## config.mk

```make
export PLATFORM = sky130hd
export DESIGN_NAME = seg_scan_controller
export DESIGN_NICKNAME = d
export VERILOG_FILES = /design/src/rtl/seg_scan_pkg.sv /design/src/rtl/seg_scan_timer.sv /design/src/rtl/seg_scan_controller.sv
export SDC_FILE = /design/constraint.sdc
export NUM_CORES = 1
export LEC_CHECK = 0
export CORE_MARGIN = 3
export CORE_UTILIZATION = 40
export DETAILED_ROUTE_END_ITERATION = 8
export PLACE_DENSITY_LB_ADDON = 0.25
export SYNTH_ARGS = -nofsm -noshare
export SYNTH_HDL_FRONTEND = slang
export SYNTH_SLANG_ARGS = --single-unit
```

## constraint.sdc

```tcl
create_clock -name clk -period 3.7 [get_ports clk]
set_input_delay 0.555 -clock clk [delete_from_list [all_inputs] [get_ports clk]]
set_output_delay 0.555 -clock clk [all_outputs]
set_load 0.03 [all_outputs]
```

## src/rtl/seg_scan_pkg.sv

```systemverilog
// Shared constants and helpers for the multiplexed seven-segment scan controller.
package seg_scan_pkg;

  localparam logic [7:0] SEG_BLANK  = 8'h00;
  localparam int         PWM_W      = 4;
  localparam int         MAX_DIGITS = 16;

  // All-inactive digit-select vector; callers slice it to their digit count.
  function automatic logic [MAX_DIGITS-1:0] com_inactive(input logic active_low);
    return active_low ? {MAX_DIGITS{1'b1}} : {MAX_DIGITS{1'b0}};
  endfunction

endpackage

```

## src/rtl/seg_scan_timer.sv

```systemverilog
// Slot/digit/frame sequencing for the scan controller: slot counter with a
// per-slot length latch, digit index and free-wrapping frame counter.
module seg_scan_timer
  import seg_scan_pkg::*;
#(
  parameter int NUM_DIGITS  = 8,
  parameter int DIV_WIDTH   = 16,
  parameter int BLINK_SHIFT = 5,
  localparam int DIG_W      = $clog2(NUM_DIGITS),
  localparam int FRM_W      = BLINK_SHIFT + 1
) (
  input  logic                 clk,
  input  logic                 reset,
  input  logic [DIV_WIDTH-1:0] scan_div_i,
  output logic [DIV_WIDTH-1:0] slot_cnt_o,
  output logic                 slot_first_o,
  output logic [DIG_W-1:0]     digit_idx_o,
  output logic [FRM_W-1:0]     frame_cnt_o
);

  logic [DIV_WIDTH-1:0] slot_cnt_q, slot_cnt_d;
  logic [DIV_WIDTH-1:0] div_q, div_d, div_eff;
  logic [DIG_W-1:0]     digit_q, digit_d;
  logic [FRM_W-1:0]     frame_q, frame_d;
  logic                 slot_first, slot_last;

  always_comb begin
    slot_first = (slot_cnt_q == '0);
    // The first cycle of a slot already obeys the freshly sampled length.
    div_eff    = slot_first ? scan_div_i : div_q;
    slot_last  = (slot_cnt_q == div_eff);
    div_d      = div_eff;
    slot_cnt_d = slot_last ? '0 : slot_cnt_q + DIV_WIDTH'(1);
    digit_d    = digit_q;
    frame_d    = frame_q;
    if (slot_last) begin
      if (digit_q == DIG_W'(NUM_DIGITS - 1)) begin
        digit_d = '0;
        frame_d = frame_q + FRM_W'(1);
      end else begin
        digit_d = digit_q + DIG_W'(1);
      end
    end
  end

  always_ff @(posedge clk) begin
    if (reset) begin
      slot_cnt_q <= '0;
      div_q      <= '0;
      digit_q    <= '0;
      frame_q    <= '0;
    end else begin
      slot_cnt_q <= slot_cnt_d;
      div_q      <= div_d;
      digit_q    <= digit_d;
      frame_q    <= frame_d;
    end
  end

  assign slot_cnt_o   = slot_cnt_q;
  assign slot_first_o = slot_first;
  assign digit_idx_o  = digit_q;
  assign frame_cnt_o  = frame_q;

endmodule

```

## src/rtl/seg_scan_controller.sv

```systemverilog
// Multiplexed seven-segment scan controller: per-slot blanking, PWM brightness,
// per-digit enable and blink, with registered one-cycle-latency outputs.
module seg_scan_controller
  import seg_scan_pkg::*;
#(
  parameter int NUM_DIGITS     = 8,
  parameter int DIV_WIDTH      = 16,
  parameter int BLANK_CYCLES   = 4,
  parameter int BLINK_SHIFT    = 5,
  parameter int COM_ACTIVE_LOW = 1
) (
  input  logic                    clk,
  input  logic                    reset,
  input  logic [NUM_DIGITS*8-1:0] seg_in,
  input  logic [NUM_DIGITS-1:0]   digit_en,
  input  logic [NUM_DIGITS-1:0]   blink_mask,
  input  logic [DIV_WIDTH-1:0]    scan_div,
  input  logic [PWM_W-1:0]        brightness,
  output logic [NUM_DIGITS-1:0]   seg_COM,
  output logic [7:0]              seg_DATA,
  output logic                    frame_start
);

  localparam int DIG_W = $clog2(NUM_DIGITS);
  localparam int FRM_W = BLINK_SHIFT + 1;
  localparam logic [MAX_DIGITS-1:0] COM_OFF_ALL = com_inactive(COM_ACTIVE_LOW != 0);
  localparam logic [NUM_DIGITS-1:0] COM_OFF     = COM_OFF_ALL[NUM_DIGITS-1:0];

  logic [DIV_WIDTH-1:0]  slot_cnt;
  logic                  slot_first;
  logic [DIG_W-1:0]      digit_idx;
  logic [FRM_W-1:0]      frame_cnt;

  logic [7:0]            seg_arr [NUM_DIGITS];
  logic [PWM_W-1:0]      pwm_q, pwm_d;
  logic [7:0]            hold_q, hold_d;
  logic [NUM_DIGITS-1:0] com_q, com_d;
  logic [7:0]            data_q, data_d;
  logic                  fs_q, fs_d;
  logic [NUM_DIGITS-1:0] digit_onehot;
  logic [7:0]            pattern;
  logic                  past_blank, blink_off, lit;

  seg_scan_timer #(
    .NUM_DIGITS  (NUM_DIGITS),
    .DIV_WIDTH   (DIV_WIDTH),
    .BLINK_SHIFT (BLINK_SHIFT)
  ) u_timer (
    .clk          (clk),
    .reset        (reset),
    .scan_div_i   (scan_div),
    .slot_cnt_o   (slot_cnt),
    .slot_first_o (slot_first),
    .digit_idx_o  (digit_idx),
    .frame_cnt_o  (frame_cnt)
  );

  for (genvar gi = 0; gi < NUM_DIGITS; gi++) begin : g_seg
    assign seg_arr[gi] = seg_in[8*gi +: 8];
  end

  always_comb begin
    digit_onehot = NUM_DIGITS'(1) << digit_idx;
    past_blank   = 32'(slot_cnt) >= BLANK_CYCLES;
    blink_off    = blink_mask[digit_idx] & frame_cnt[BLINK_SHIFT];
    lit          = past_blank && (pwm_q <= brightness) && digit_en[digit_idx] && !blink_off;
    // Bypass the holding register on the sampling cycle so a zero blank still shows data.
    pattern      = slot_first ? seg_arr[digit_idx] : hold_q;
    hold_d       = pattern;
    pwm_d        = pwm_q + PWM_W'(1);
    com_d        = lit ? (COM_OFF ^ digit_onehot) : COM_OFF;
    data_d       = lit ? pattern : SEG_BLANK;
    fs_d         = slot_first && (digit_idx == '0);
  end

  always_ff @(posedge clk) begin
    if (reset) begin
      pwm_q  <= '0;
      hold_q <= SEG_BLANK;
      com_q  <= COM_OFF;
      data_q <= SEG_BLANK;
      fs_q   <= 1'b0;
    end else begin
      pwm_q  <= pwm_d;
      hold_q <= hold_d;
      com_q  <= com_d;
      data_q <= data_d;
      fs_q   <= fs_d;
    end
  end

  assign seg_COM     = com_q;
  assign seg_DATA    = data_q;
  assign frame_start = fs_q;

endmodule

```

==> flow_metrics.py, run 1 <==
metrics = {
    "flow_run": {
        "cap_viol_max_count": 0,
    },
    "timing": {
        "fin_skew_ps": 11.55,
        "drv_slew": 0,
        "maxSlewHeadroom_pct": 30.87,
        "finalSetupTns_ps": 0,
        "worst_pin_slew_ps": 1037,
        "timing.final.crit_share_pct": 69.64,
        "fmax_mhz": 388.1,
        "whs_ps": 464.8,
        "setup_viol": 0,
        "period_needed_ps": 2577,
        "rsz0062_at_grt": "false",
        "hold_violations": 0,
    },
    "grt": {
        "overflow": 0,
        "grt_pass1_wl_microns": 16370,
        "grt_usage_pct": 18.92,
        "grt_pass1_vias": 3496,
        "grt_max_degree": 44,
        "antenna_found_initial": 0,
    },
    "logic_synthesis": {
        "synth_cells": 421,
        "syn-cell-area_sq_um": 3816,
        "ys_seq_elements": 70,
        "synth.distinct_cells": 45,
        "synth_flop_cell": "dfxtp_1",
        "synthArstFlopShare_pct": 0,
        "ys_warn_count": 0,
        "synth_edf_count": 0,
        "synth.avg_cell_area_sq_um": 9.065,
        "ys_seq_area_share_pct": 36.72,
        "syn-num-nets": 537,
    },
    "route": {
        "antenna_left": 0,
        "drt-initial-drc-count": 125,
        "vias": 3308,
        "drtPass1Iterations": 4,
        "wl_per_cell_microns": 14.82,
        "drt-total-wl_microns": 9783,
        "viasPerCell": 5.012,
        "drc": 0,
    },
    "cells_and_area": {
        "layout.cells.most_common_list": "118 x clkdlybuf4s50_1, 74 x nand2_1, 70 x dfxtp_1, 48 x nor2_1, 33 x a21oi_1",
        "layout-drive-gt1-share_pct": 9.416,
        "antennaDiodeCount": 0,
        "seqCellArea_sq_um": 1401,
        "fillers": 860,
        "multiInputGateArea_sq_um": 2221,
        "nets": 642,
        "final_common_cell": "clkdlybuf4s50_1",
        "area_growth_pct": 38.36,
    },
    "hold_path": {
        "hold_depth": 2,
        "whs_endpoint": "u_timer.div_q[15]",
        "hp-start": "u_timer.div_q[15]",
        "min_path_type": "register to register",
    },
    "clocking": {
        "clk_pin_slew_ps": 80,
        "cts_resized": 0,
        "clk_latency_ps": 350,
        "cts_sinks": 70,
        "clockBufferDepth": 2,
        "cts_tree": "built",
        "cts.htree.levels": 3,
        "cts-hold-fix-buffers": 0,
        "cts-root-buf": "clkbuf_8",
        "numCtsBuffers": 9,
        "cts_setup_buffers": 0,
    },
    "status": {
        "outcome": "finished clean",
    },
    "worst_setup_path": {
        "critPathKind": "register to register",
        "r2r_setup_slack_ps": 1120,
        "cp-start-kind": "register",
        "crit_family": "simple AND/OR/NAND/NOR gates",
        "cp_data_required_time_ps": 3920,
        "worst_path_max_delay_cell": "or2_1",
        "reg2regPathDepth": 6,
        "cp.arrival_ps": 2800,
        "crit_chain": "nor4_2 > nand4_1 > or2_1 > nand2_1 > o22ai_2 > mux2_1",
        "cp_slowest_stage_delay_ps": 830,
        "cp.buffers_inverters": 0,
        "worstSetupEndpointType": "register",
        "critPathMaxFanout": 29,
        "rr_endpoint": "u_timer.frame_cnt_o[0]",
        "r2r-start": "u_timer.slot_cnt_o[11]",
    },
    "floorplan": {
        "die_h_microns": 103.7,
        "row_count": 35,
        "die_area_sq_um": 10750,
        "core_sq_um": 9240,
        "start_util_pct": 41.30,
        "ioPinCount": 119,
        "die_width_microns": 103.7,
    },
    "place": {
        "hpwlAfterDp_microns": 7712,
        "gp_congestion": 0.8232,
        "numPortBuffers": 118,
    },
    "power_and_ir_drop": {
        "peakVddDrop_mv": 0.2055,
        "power.density_nw_per_um2": 370.9,
        "p_leak_nw": 1.944,
    },
}
[how the worst max path moves through the flow]
stage | from | endpoint | depth (start not counted)
finish | u_timer.slot_cnt_o[11] | u_timer.frame_cnt_o[0] | 6
global route | u_timer.slot_cnt_o[11] | u_timer.frame_cnt_o[0] | 6
CTS | u_timer.slot_cnt_o[11] | u_timer.frame_cnt_o[0] | 6
detailed placement | scan_div[8] | u_timer.frame_cnt_o[0] | 7
global placement | scan_div[8] | u_timer.frame_cnt_o[5] | 7
floorplan | scan_div[8] | u_timer.frame_cnt_o[2] | 6
[registers in the layout (all words and copies together), names as in the netlist]
signal	cells
seg_DATA	8
u_timer.slot_cnt_o	16
pwm_q	4
u_timer.frame_cnt_o	6
hold_q	8
frame_start	1
seg_COM	8
u_timer.digit_idx_o	3
u_timer.div_q	16
[worst min-delay path: stages, from the launching register on]
cell and delay (ps):
dfxtp_1 320, nand2_1 50, a21oi_1 50
[layout make-up]
| class | instances | area share (%) |
|---|---|---|
| multi-input cells | 309 | 42.06 |
| well taps | 129 | 3.057 |
| inverters | 15 | 1.066 |
| clock inverters | 6 | 2.062 |
| flip-flops and latches | 70 | 26.54 |
| repair buffers | 121 | 22.80 |
| clock buffers | 10 | 2.417 |
[logic make-up (layout without fill, tap and decap cells)]
logic type / after synthesis / in the layout / synth area share [%]
AOI/OAI and AO/OA: 48 / 48 / 7.639
muxes: 29 / 29 / 14.59
DFF: 70 / 70 / 36.72
buffers and inverters: 42 / 152 / 5.082
adders and majority gates: 14 / 14 / 4.590
xor gates and xnor gates: 42 / 42 / 9.639
and+or+nand+nor: 176 / 176 / 21.74
[cells in the mapped netlist (2+ instances only)]
| master | count | share of area, % |
|---|---|---|
| nand2_1 | 74 | 7.3 |
| dfxtp_1 | 70 | 37 |
| nor2_1 | 48 | 4.7 |
| a21oi_1 | 33 | 4.3 |
| xnor2_1 | 29 | 6.7 |
| mux4_2 | 20 | 12 |
| clkbuf_1 | 15 | 1.5 |
| inv_1 | 15 | 1.5 |
| ha_1 | 14 | 4.6 |
| xor2_1 | 13 | 3.0 |
| nand3_1 | 11 | 1.4 |
| nand4_1 | 11 | 1.8 |
| nor2b_1 | 8 | 1.3 |
| buf_2 | 5 | 0.66 |
| and3_1 | 4 | 0.66 |
| mux2_1 | 4 | 1.2 |
| buf_6 | 3 | 0.89 |
| nor3_1 | 3 | 0.39 |
| nor4_2 | 3 | 0.98 |
| o21a_1 | 3 | 0.59 |
| o22ai_1 | 3 | 0.49 |
| a221o_1 | 2 | 0.52 |
| and4_1 | 2 | 0.46 |
| buf_1 | 2 | 0.20 |
| buf_4 | 2 | 0.39 |
| mux2_4 | 2 | 0.79 |
| mux2i_1 | 2 | 0.52 |
| nor4_1 | 2 | 0.33 |
| or3_1 | 2 | 0.33 |
[power breakdown]
group	internal, mW	switching (mW)	total (mW)
Sequential	0.796	0.0297	0.826
Clock	0.448	0.289	0.737
Combinational	0.211	0.184	0.395
Total	1.46	0.503	1.96
[per-layer routing]
metal	vias up	global-route usage, %	wire [microns]
li1	1646	-	-
met1	1552	21.82	3854
met2	97	32.99	4975
met3	13	5.732	740
met4	0	7.217	212
met5	-	0	0
[through the flow]
stage | cells | power, mW | area, sq um | utilization [%] | setup WS (ps)
after CTS | 660 | 1.979 | 5280 | 57.14 | 1090
after floorplan | 421 | 1.077 | 3816 | - | 1532
after global routing | 660 | 2.055 | 5280 | 57.14 | 871.3
final | 660 | 1.959 | 5280 | 57.14 | 1123
after detailed placement | 644 | 1.241 | 5044 | 54.58 | 862.2
after global placement | 644 | 1.234 | 5044 | 54.58 | 939.3
Note: power is estimated with default switching activity, not from simulation.
==> run 2, diff against run 1 <==
==> constraint.sdc (replaced) <==
create_clock -name clk -period 2.2 [get_ports clk]
set_input_delay 0.33 -clock clk [delete_from_list [all_inputs] [get_ports clk]]
set_output_delay 0.33 -clock clk [all_outputs]
set_load 0.03 [all_outputs]
==> run 2 against run 1 <==
Total power up 55%; first-iteration DRC count up 21%; register-to-register slack lost 1000 ps; core utilization up 2.2 points; critical endpoint is now u_timer.frame_cnt_o[2]; largest cell class unchanged; largest power group unchanged; highest routed layer unchanged.
==> flow_metrics.py, run 2 (synthesized netlist as in run 1, its figures left out) <==
metrics = {
    "status": {
        "outcome": "finished clean",
    },
    "grt": {
        "grt_max_degree": 44,
        "antenna_found_initial": 1,
        "grt_pass1_vias": 3572,
        "grt_usage_pct": 18.88,
        "overflow": 0,
        "grt_pass1_wl_microns": 16530,
    },
    "route": {
        "drt-initial-drc-count": 151,
        "drtPass1Iterations": 4,
        "viasPerCell": 4.949,
        "antenna_left": 0,
        "wl_per_cell_microns": 14.54,
        "drt-total-wl_microns": 10030,
        "drc": 0,
        "vias": 3415,
    },
    "power_and_ir_drop": {
        "totalPowerFinal_mw": 3.040,
        "peakVddDrop_mv": 0.2361,
        "power.density_nw_per_um2": 554.9,
        "p_leak_nw": 2.077,
    },
    "worst_setup_path": {
        "cp-start-kind": "input port",
        "r2r_setup_slack_ps": 110,
        "critPathKind": "input port to register",
        "cp.arrival_ps": 2340,
        "critPathMaxFanout": 5,
        "worstSetupEndpointType": "register",
        "cp_data_required_time_ps": 2420,
        "reg2regPathDepth": 7,
    },
    "timing": {
        "whs_ps": 463.5,
        "worst_pin_slew_ps": 471.9,
        "period_needed_ps": 2119,
        "drv_slew": 0,
        "setup_viol": 0,
        "fin_skew_ps": 10.01,
        "finalSetupTns_ps": 0,
        "hold_violations": 0,
        "setup_slack_ps": 80.73,
        "timing.final.crit_share_pct": 96.33,
        "maxSlewHeadroom_pct": 68.45,
        "fmax_mhz": 471.9,
    },
    "clocking": {
        "cts-root-buf": "clkbuf_8",
        "numCtsBuffers": 9,
        "cts.htree.levels": 3,
        "clk_latency_ps": 340,
        "cts_sinks": 70,
        "cts-hold-fix-buffers": 0,
        "clockBufferDepth": 2,
        "clk_pin_slew_ps": 70,
        "cts_tree": "built",
    },
    "floorplan": {
        "core_sq_um": 9240,
        "ioPinCount": 119,
        "die_h_microns": 103.7,
        "die_area_sq_um": 10750,
        "die_width_microns": 103.7,
        "row_count": 35,
        "start_util_pct": 41.30,
    },
    "hold_path": {
        "hold_depth": 2,
        "min_path_type": "register to register",
    },
    "place": {
        "hpwlAfterDp_microns": 8042,
        "gp_congestion": 0.8298,
        "place_inst": 670,
        "place_ws_ps": -392.8,
        "numPortBuffers": 118,
    },
    "flow_run": {
        "cap_viol_max_count": 0,
    },
    "cells_and_area": {
        "final_common_cell": "clkdlybuf4s50_1",
        "area_growth_pct": 43.57,
        "nets": 671,
        "fillers": 818,
        "layout-drive-gt1-share_pct": 14.64,
        "final_cells": 690,
        "layout.cells.most_common_list": "118 x clkdlybuf4s50_1, 73 x nand2_1, 70 x dfxtp_1, 48 x nor2_1, 33 x a21oi_1",
    },
}
## run 2: changes by cell type in the layout (fill, tap and decap cells not counted), moves of 2 or more
cell	change
clkinv_4	+3
bufinv_16	-3
buf_12	+2
buf_4	+27
## run 2: timing repair
item / 4_1_cts / 5_1_grt
buffers inserted: 0 / 3
endpoints found under the hold margin: 0 / 0
setup endpoints to repair: 1 / 18
resized for setup: 1 / 2
pin swaps: 0 / 3
## run 2: power by group
group | internal, mW | total, mW | switching (mW)
Clock | 0.412 | 0.915 | 0.502
Combinational | 0.405 | 0.735 | 0.330
Sequential | 1.34 | 1.39 | 0.0515
Total | 2.16 | 3.04 | 0.883
## run 2: worst max-delay path, stage by stage
cell and delay [ps]:
clkdlybuf4s50_1 420, or3_1 350, a221o_1 300, nor4_4 240, nand2_2 150, o21ai_1 200, mux2_1 340
## run 2: worst paths after layout
| path | from | end |
|---|---|---|
| hold reg to reg | u_timer.div_q[6] | u_timer.div_q[6] |
| setup reg to reg | u_timer.slot_cnt_o[4] | u_timer.frame_cnt_o[4] |
| setup / recovery | scan_div[8] | u_timer.frame_cnt_o[2] |
| hold / removal | u_timer.div_q[6] | u_timer.div_q[6] |
## run 2: final cells by class
class                      instances  area [sq um]  area share, %
timing repair buffer             150          1446          26.40
antenna                            1         2.502        0.04567
tap                              129         161.4          2.946
sequential                        70          1401          25.58
clock inverter                     7         50.05         0.9135
multi-input combinational        309          2237          40.83
inverter                          15         56.30          1.028
clock buffer                       9         123.9          2.261
## run 2: stage by stage
step	utilization [%]	area [sq um]
2_1_floorplan	-	3816
3_3_place_gp	56.97	5264
3_5_place_dp	56.97	5264
4_1_cts	58.88	5440
5_1_grt	59.30	5479
6_report	59.30	5479
## run 2: layer usage
metal | wire length [microns] | global-route usage (%) | up-vias | share of wire, %
met4 | 257 | 7.882 | 0 | 2.6
met2 | 5158 | 33.69 | 111 | 51
met1 | 3905 | 20.84 | 1590 | 39
li1 | - | - | 1697 | -
met3 | 713 | 5.732 | 17 | 7.1
met5 | 0 | 0 | - | 0
